### config.mk
export PLATFORM = sky130hd
export DESIGN_NAME = riscv_zero_hazard_ctrl
export DESIGN_NICKNAME = d
export VERILOG_FILES = /design/src/rtl/riscv_zero_pkg.sv /design/src/rtl/riscv_zero_sat_counter.sv /design/src/rtl/riscv_zero_hazard_ctrl.sv
export SDC_FILE = /design/constraint.sdc
export NUM_CORES = 1
export LEC_CHECK = 0
export CELL_PAD_IN_SITES_DETAIL_PLACEMENT = 0
export CELL_PAD_IN_SITES_GLOBAL_PLACEMENT = 1
export CORE_UTILIZATION = 37
export CTS_BUF_LIST = sky130_fd_sc_hd__clkbuf_4 sky130_fd_sc_hd__clkbuf_8 sky130_fd_sc_hd__clkbuf_16
export DETAILED_ROUTE_END_ITERATION = 7
export GPL_ROUTABILITY_DRIVEN = 0
export PLACE_DENSITY = 0.87
export SLEW_MARGIN = 20
export SYNTH_ARGS = -nofsm -noshare
export SYNTH_HDL_FRONTEND = slang
export SYNTH_HIERARCHICAL = 1
export SYNTH_SLANG_ARGS = --single-unit
### constraint.sdc
create_clock -name clk -period 3.85 [get_ports clk]
set_clock_uncertainty 0.05 [all_clocks]
set_input_delay 1.155 -clock clk [delete_from_list [all_inputs] [get_ports clk]]
set_output_delay 1.155 -clock clk [all_outputs]
set_load 0.01 [all_outputs]
### src/rtl/riscv_zero_pkg.sv
// Shared definitions for the riscv_zero pipeline control logic:
// writeback-source and forwarding-select encodings plus the shadow-slot
// record kept for each in-flight stage.
package riscv_zero_pkg;

    // Register address width carried inside a shadow slot.
    localparam int SLOT_RA_W = 5;

    // decode writeback_source value that marks a load result
    localparam logic [1:0] WB_SRC_LOAD = 2'b01;

    // EX operand select encodings
    localparam logic [1:0] FWD_RF    = 2'b00;
    localparam logic [1:0] FWD_EXMEM = 2'b01;
    localparam logic [1:0] FWD_MEMWB = 2'b10;

    // One in-flight instruction as seen by the hazard logic
    typedef struct packed {
        logic                 valid;
        logic [SLOT_RA_W-1:0] rd;
        logic                 we;
        logic                 is_load;
    } slot_t;

    // True when a slot will write register rs and the reader actually uses it
    function automatic logic slot_hit(input slot_t s, input logic [SLOT_RA_W-1:0] rs,
                                      input logic use_rs);
        return s.valid && s.we && (s.rd == rs) && use_rs;
    endfunction

endpackage

### src/rtl/riscv_zero_sat_counter.sv
// Saturating up-counter: counts enabled cycles and sticks at all-ones.
module riscv_zero_sat_counter #(
    parameter int CNT_W = 16
) (
    input  logic             clk,
    input  logic             reset,
    input  logic             i_en,
    output logic [CNT_W-1:0] o_count
);

    logic [CNT_W-1:0] r_count;

    // Increment on enable unless already saturated
    always_ff @(posedge clk) begin
        if (reset) begin
            r_count <= '0;
        end else if (i_en && (r_count != {CNT_W{1'b1}})) begin
            r_count <= r_count + 1'b1;
        end
    end

    assign o_count = r_count;

endmodule

### src/rtl/riscv_zero_hazard_ctrl.sv
// Pipeline hazard controller for the five-stage riscv_zero core.
// Tracks destination registers in flight in EX/MEM/WB and derives stall,
// bubble, flush, memory-hold and registered forwarding selects.
module riscv_zero_hazard_ctrl
    import riscv_zero_pkg::*;
#(
    parameter int RA_W  = 5,
    parameter int CNT_W = 16
) (
    input  logic             clk,
    input  logic             reset,
    input  logic             id_valid,
    input  logic [RA_W-1:0]  id_rs1,
    input  logic [RA_W-1:0]  id_rs2,
    input  logic             id_use_rs1,
    input  logic             id_use_rs2,
    input  logic [RA_W-1:0]  id_rd,
    input  logic             id_wb_enable,
    input  logic [1:0]       id_wb_source,
    input  logic             ex_redirect,
    input  logic             dmem_busy,
    output logic             stall_if,
    output logic             stall_id,
    output logic             bubble_ex,
    output logic             flush_id,
    output logic             hold_mem,
    output logic [1:0]       fwd_a,
    output logic [1:0]       fwd_b,
    output logic [CNT_W-1:0] loaduse_cnt,
    output logic [CNT_W-1:0] flush_cnt
);

    // Shadow pipeline state and forwarding selects
    slot_t      r_ex, r_mem, r_wb;
    logic [1:0] r_fwd_a, r_fwd_b;

    slot_t      w_ex_next, w_mem_next, w_wb_next;
    logic [1:0] w_fwd_a_next, w_fwd_b_next;

    slot_t      w_id_slot;
    logic       w_hit_ex_rs1, w_hit_ex_rs2, w_hit_mem_rs1, w_hit_mem_rs2;
    logic       w_load_use;
    logic [1:0] w_fwd_a_calc, w_fwd_b_calc;
    logic       w_loaduse_inc, w_flush_inc;

    // Decode view of the ID instruction; writes to x0 never create a hazard
    assign w_id_slot.valid   = id_valid;
    assign w_id_slot.rd      = id_rd;
    assign w_id_slot.we      = id_wb_enable && (id_rd != '0);
    assign w_id_slot.is_load = (id_wb_source == WB_SRC_LOAD);

    assign w_hit_ex_rs1  = slot_hit(r_ex,  id_rs1, id_use_rs1);
    assign w_hit_ex_rs2  = slot_hit(r_ex,  id_rs2, id_use_rs2);
    assign w_hit_mem_rs1 = slot_hit(r_mem, id_rs1, id_use_rs1);
    assign w_hit_mem_rs2 = slot_hit(r_mem, id_rs2, id_use_rs2);

    // A load in EX cannot forward yet, so a dependent ID instruction must wait
    assign w_load_use = id_valid && r_ex.is_load && (w_hit_ex_rs1 || w_hit_ex_rs2);

    // Youngest producer wins: EX/MEM result before MEM/WB result
    assign w_fwd_a_calc = (w_hit_ex_rs1 && !r_ex.is_load) ? FWD_EXMEM :
                          w_hit_mem_rs1                   ? FWD_MEMWB : FWD_RF;
    assign w_fwd_b_calc = (w_hit_ex_rs2 && !r_ex.is_load) ? FWD_EXMEM :
                          w_hit_mem_rs2                   ? FWD_MEMWB : FWD_RF;

    // Prioritised control: memory busy, then redirect, then load-use, then advance
    always_comb begin
        stall_if      = 1'b0;
        stall_id      = 1'b0;
        bubble_ex     = 1'b0;
        flush_id      = 1'b0;
        hold_mem      = 1'b0;
        w_loaduse_inc = 1'b0;
        w_flush_inc   = 1'b0;
        w_ex_next     = '0;
        w_mem_next    = r_ex;
        w_wb_next     = r_mem;
        w_fwd_a_next  = FWD_RF;
        w_fwd_b_next  = FWD_RF;

        if (reset) begin
            // outputs stay 0; registers are cleared by the sequential block
        end else if (dmem_busy) begin
            // Redirect is dropped here; the branch re-asserts it once EX moves
            stall_if     = 1'b1;
            stall_id     = 1'b1;
            hold_mem     = 1'b1;
            w_ex_next    = r_ex;
            w_mem_next   = r_mem;
            w_wb_next    = '0;
            w_fwd_a_next = r_fwd_a;
            w_fwd_b_next = r_fwd_b;
        end else if (ex_redirect) begin
            flush_id    = 1'b1;
            bubble_ex   = 1'b1;
            w_flush_inc = 1'b1;
        end else if (w_load_use) begin
            stall_if      = 1'b1;
            stall_id      = 1'b1;
            bubble_ex     = 1'b1;
            w_loaduse_inc = 1'b1;
        end else begin
            w_ex_next    = w_id_slot;
            w_fwd_a_next = w_fwd_a_calc;
            w_fwd_b_next = w_fwd_b_calc;
        end
    end

    // Shadow slots and forwarding select registers
    always_ff @(posedge clk) begin
        if (reset) begin
            r_ex    <= '0;
            r_mem   <= '0;
            r_wb    <= '0;
            r_fwd_a <= FWD_RF;
            r_fwd_b <= FWD_RF;
        end else begin
            r_ex    <= w_ex_next;
            r_mem   <= w_mem_next;
            r_wb    <= w_wb_next;
            r_fwd_a <= w_fwd_a_next;
            r_fwd_b <= w_fwd_b_next;
        end
    end

    // The WB slot is drained while memory is stalled, so no retire is double-counted
    a_wb_drained_after_busy: assert property (@(posedge clk) disable iff (reset)
        $past(dmem_busy) |-> !r_wb.valid);

    assign fwd_a = r_fwd_a;
    assign fwd_b = r_fwd_b;

    riscv_zero_sat_counter #(.CNT_W(CNT_W)) u_loaduse_cnt (
        .clk     (clk),
        .reset   (reset),
        .i_en    (w_loaduse_inc),
        .o_count (loaduse_cnt)
    );

    riscv_zero_sat_counter #(.CNT_W(CNT_W)) u_flush_cnt (
        .clk     (clk),
        .reset   (reset),
        .i_en    (w_flush_inc),
        .o_count (flush_cnt)
    );

endmodule

Yosys cells after proc, flatten, opt, wreduce, memory -nomap -nowiden

Index checks and enable logic that the tools add are counted.

Bits in registers: 51
Input bits: 25
Output and inout port bits: 41
Logic and storage cells: 64

Add/subtract/negate cells: 2
Eq/ne operators: 7
Mux-type cells: 24
Reduce and logical (&&, ||, !) cells: 20

Operators with widths:

| kind                    | number |
|---|---|
| $add A16 B1 Y16 const B | 2 |
| $ne A16 B16 Y1 const B  | 2 |
| $eq A5 B5 Y1            | 4 |
| $logic_and A1 B1 Y1     | 17 |
| $mux W2                 | 8 |
| $mux W8                 | 2 |
| $mux W1                 | 14 |
| $reduce_bool A5 Y1      | 1 |
| $eq A2 B1 Y1 const B    | 1 |
| $logic_not A1 Y1        | 1 |
| $logic_or A1 B1 Y1      | 1 |

Logic depth before layout (Yosys ltp)

Depth in word-level cells: 10
Depth in mapped cells: 10
Mapped depth without buffers: 9

Modules after synthesis

Netlist, hierarchy kept.

Modules (own cells, without submodules):

| module                 | times used | cells each | area an instance (um2) | sequential area each (um2) |
|---|---|---|---|---|
| riscv_zero_sat_counter | 2          | 99         | 848.3                  | 320.3 |
| riscv_zero_hazard_ctrl | 1          | 99         | 988.4                  | 380.4 |

Worst setup path before layout

Ideal clock, no wire load.

Path type: in2out
From: in id_rs2[1]
To: out stall_if
Data arrival time: 2513 ps
Data required time: 2645 ps
Slack: 132 ps
Stages on the path: 7
Path buffers: 2
Cell sequence: xnor2_1 nand4_1 nor3_2 o211ai_2 buf_6 o31ai_1 buf_4

Word-level cells in the longest chain between the ends: 9

RTL lines:

| what                              | line                         | source |
|---|---|---|
| start, declared                   | riscv_zero_hazard_ctrl.sv:14 | `input logic [RA_W-1:0] id_rs2,` |
| $eq A5 B5 Y1                      | riscv_zero_pkg.sv:28         | `return s.valid && s.we && (s.rd == rs) && use_rs;` |
| $logic_and A1 B1 Y1 (2 in series) | riscv_zero_pkg.sv:28         |  |
| $logic_or A1 B1 Y1                | riscv_zero_hazard_ctrl.sv:58 | `assign w_load_use = id_valid && r_ex.is_load && (w_hit_ex_rs1 \|\| w_hit_ex_rs2);` |
| $logic_and A1 B1 Y1               | riscv_zero_hazard_ctrl.sv:58 |  |
| $mux W1 (4 in series)             | -                            |  |
| end, declared                     | riscv_zero_hazard_ctrl.sv:22 | `output logic stall_if,` |

Every way passes these cells.

Worst setup path after layout

From: in dmem_busy
To: out hold_mem

Word-level cells in the longest chain between the ends: 2

RTL lines:

| what            | line                         | source |
|---|---|---|
| start, declared | riscv_zero_hazard_ctrl.sv:21 | `input logic dmem_busy,` |
| $mux W1         | riscv_zero_hazard_ctrl.sv:83 | `end else if (dmem_busy) begin` |
| $mux W1         | riscv_zero_hazard_ctrl.sv:81 | `if (reset) begin` |
| end, declared   | riscv_zero_hazard_ctrl.sv:26 | `output logic hold_mem,` |

Every way passes these cells.

==> flow_metrics.env <==
export IMPL_start_kind="primary input"
export IMPL_synthArstFlopShare_pct=0
export IMPL_power_density_mw_per_mm2=270
export IMPL_yosysTopAreaCell="dfxtp_1"
export IMPL_p_leak_nw=1.37
export IMPL_path_clk_slew_ps=90
export IMPL_p_comb_share_pct=9.4
export IMPL_cts_buffer_depth=2
export IMPL_die_area_sq_mm=0.00760
export IMPL_power_switching_mw=0.226
export IMPL_grt_busiest_layer="met2"
export IMPL_dpl_hpwl_mm=5.08
export IMPL_synth_cell_types=42
export IMPL_finalWirelength_mm=6.93
export IMPL_coreArea_sq_mm=0.00691
export IMPL_clock_sinks=51
export IMPL_num_nets_final=419
export IMPL_slew_limit_headroom_pct=44.9
export IMPL_crit_path_end_kind="output pin"
export IMPL_drive_above_1_share_pct=18.8
export IMPL_setup_violations=0
export IMPL_dieWidth_um=87.2
export IMPL_root_buffer="clkbuf_8"
export IMPL_synth_ff_type="dfxtp_1"
export IMPL_gr_usage_met3_pct=3.41
export IMPL_postPlaceCellArea_sq_mm=0.00362
export IMPL_layout_commonest_cell="dfxtp_1"
export IMPL_ant_nets=0
export IMPL_ys_top_cells_by_area="dfxtp_1 38%, xnor2_1 4.9%, or4_1 3.9%, a21oi_1 3.7%, o31ai_1 3.6%"
export IMPL_firstDrtPassIters=4
export IMPL_fmax_mhz=263
export IMPL_vias_per_cell=5.37
export IMPL_synth_top_family_by_area="simple AND/OR/NAND/NOR gates"
export IMPL_yosysSeqAreaShare_pct=38.0
export IMPL_power_frac_clock_pct=37.8
export IMPL_start_util_pct=38.9
export IMPL_grt_overflow_total=0
export IMPL_path_max_fanout=3
export IMPL_synth_edf_count=0
export IMPL_fin_crit_ps=3800
export IMPL_slew_viol_final=0
export IMPL_vias=2628
export IMPL_synthSimpleGateAreaFrac_pct=29.3
export IMPL_grtUsageTotal_pct=18.8
export IMPL_ys_seq_elements=51
export IMPL_met1_usage_pct=26.3
export IMPL_pwr_share_seq_pct=52.8
export IMPL_drtIter0Drc=116
export IMPL_synth_xor_area_share_pct=7.83
export IMPL_dieHeight_um=87.2
export IMPL_antenna_found_initial=0
export IMPL_status="finished clean"
export IMPL_synthesis_nets=324
export IMPL_peakVddDrop_uv=153
export IMPL_synthAdderAreaFrac_pct=0.932
export IMPL_synth_compound_area_share_pct=16.3
export IMPL_required_ps=2640
export IMPL_swShare_pct=22.1
export IMPL_cp_data_arrival_time_ps=2590
export IMPL_final_hold_viol_count=0
export IMPL_synthToLayoutAreaGrowth_pct=41.1
export IMPL_hold_buffers=0
export IMPL_drv_cap=0
export IMPL_nFillCells=652
export IMPL_worst_setup_path_type="in -> out"
export IMPL_hold_class="reg -> reg"
export IMPL_cts_tree="built"
export IMPL_clk_latency_ps=300
export IMPL_syn_area_per_cell_sq_um=9.04
export IMPL_regArea_sq_mm=0.00102
export IMPL_grt_pass1_vias=2436
export IMPL_rows=30
export IMPL_synth_area_sq_mm=0.00269
export IMPL_place_ws_ps=-648
export IMPL_gr_usage_met2_pct=29.9
export IMPL_fin_area_sq_mm=0.00379
export IMPL_fin_crit_sh_pct=98.6
export IMPL_synth_mux_area_share_pct=4.19
export IMPL_most_common_layout_cells="51 x dfxtp_1, 48 x clkdlybuf4s50_1, 37 x buf_4, 20 x a21oi_1, 19 x nor2_1"
export IMPL_yosys_warnings=6
export IMPL_final_util_pct=54.8
export IMPL_num_antenna_cells=0
export IMPL_ios=66
export IMPL_yosys_area_top_type_share_pct=38.0
export IMPL_power_internal_mw=0.797
export IMPL_wl_per_cell_um=14.2
export IMPL_h_tree_depth=2
export IMPL_netlist_instances=297
export IMPL_tightestPinTransition_ps=820
export IMPL_grt_pass1_wl_mm=11.3
export IMPL_cts_buffers=5
export IMPL_totalPowerFinal_mw=1.02
export IMPL_drc_errors=0
export IMPL_portBuffers=65
export IMPL_grt_max_degree=32
export IMPL_whs_ps=435
export IMPL_fin_ws_ps=54.0
export IMPL_multi_input_area_sq_mm=0.00161
[Yosys cell counts (3+ instances only)]
| cell | n |
|---|---|
| a21oi_1 | 20 |
| a22o_1 | 5 |
| a32o_1 | 7 |
| and4_1 | 6 |
| buf_1 | 3 |
| clkbuf_1 | 6 |
| dfxtp_1 | 51 |
| inv_1 | 8 |
| mux2i_1 | 9 |
| nand2_1 | 12 |
| nand3_1 | 16 |
| nand3b_1 | 3 |
| nand4_1 | 9 |
| nor2_1 | 20 |
| nor2b_1 | 6 |
| nor3_1 | 12 |
| nor4_1 | 7 |
| o21ai_0 | 8 |
| o31ai_1 | 13 |
| or3_1 | 7 |
| or4_1 | 14 |
| xnor2_1 | 15 |
| xor2_1 | 9 |
[layer usage]
metal,wire length (um),share of wire (%)
met1,3340,48
met2,3180,46
met3,339,4.9
met4,70,1.0
met5,0,0
[path summary, 6_finish.rpt]
kind,from,endpoint,slack (ps),cells past startpoint
worst min register to register,fwd_b[0]$_SDFFE_PP0N_,fwd_b[0]$_SDFFE_PP0N_,430,1
worst min-delay path,fwd_b[0]$_SDFFE_PP0N_,fwd_b[0]$_SDFFE_PP0N_,430,1
worst max-delay path,dmem_busy,hold_mem,50,4
worst max register to register,r_ex[2]$_SDFFE_PP0N_,u_loaduse_cnt/o_count[7]$_SDFFE_PP0P_,1000,11
[final cells by class]
class                   count  share of cell area (%)
multi-input cells         225                    42.6
flip-flops and latches     51                    27.0
repair buffers            101                    23.4
well taps                  96                    3.17
clock buffers               6                    2.18
clock inverters             2                   0.925
inverters                   8                   0.793
[metrics by stage]
step	TNS, ps	std cells
floorplan	0	297
global placement	-1760	475
detailed placement	-2200	475
CTS	0	488
global route	-1.42	489
finish	0	489
[cells by family (layout without fill, tap and decap cells)]
group	after synthesis	count (layout)
buffers and inverters	21	117
flip-flops	51	51
AND/OR/NAND/NOR	126	126
AO/OA/AOI/OAI	62	62
XOR/XNOR	24	24
multiplexers	11	11
adder cells (fa/ha/maj)	2	2
[repair_timing]
item / 4_1_cts / 5_1_grt
endpoints found under the hold margin: 0 / 0
buffers inserted: 5 / 1
gates cloned: 0 / 0
endpoints found under the setup margin: 3 / 5
pin swaps: 9 / 16
resized for setup: 24 / 26
[power by group through the flow]
stage / combinational (mW) / clock (mW) / sequential [mW]
after floorplan: 0.0393 / 0 / 0.550
after global placement: 0.0964 / 0 / 0.551
after detailed placement: 0.0971 / 0 / 0.552
after CTS: 0.0946 / 0.396 / 0.540
after global routing: 0.105 / 0.414 / 0.541
final: 0.0966 / 0.386 / 0.540
[sequential cells by signal, indices dropped and copies added (netlist names)]
| register | flops |
|---|---|
| u_flush_cnt/o_count | 16 |
| u_loaduse_cnt/o_count | 16 |
| r_ex | 8 |
| r_mem | 7 |
| fwd_a | 2 |
| fwd_b | 2 |
[worst max-delay path, cell delays in order]
cell             delay [ps]
clkdlybuf4s50_1         570
nor2b_4                 200
buf_4                   130
clkdlybuf4s50_1         550
No activity file was read; power rests on OpenSTA's default activity.
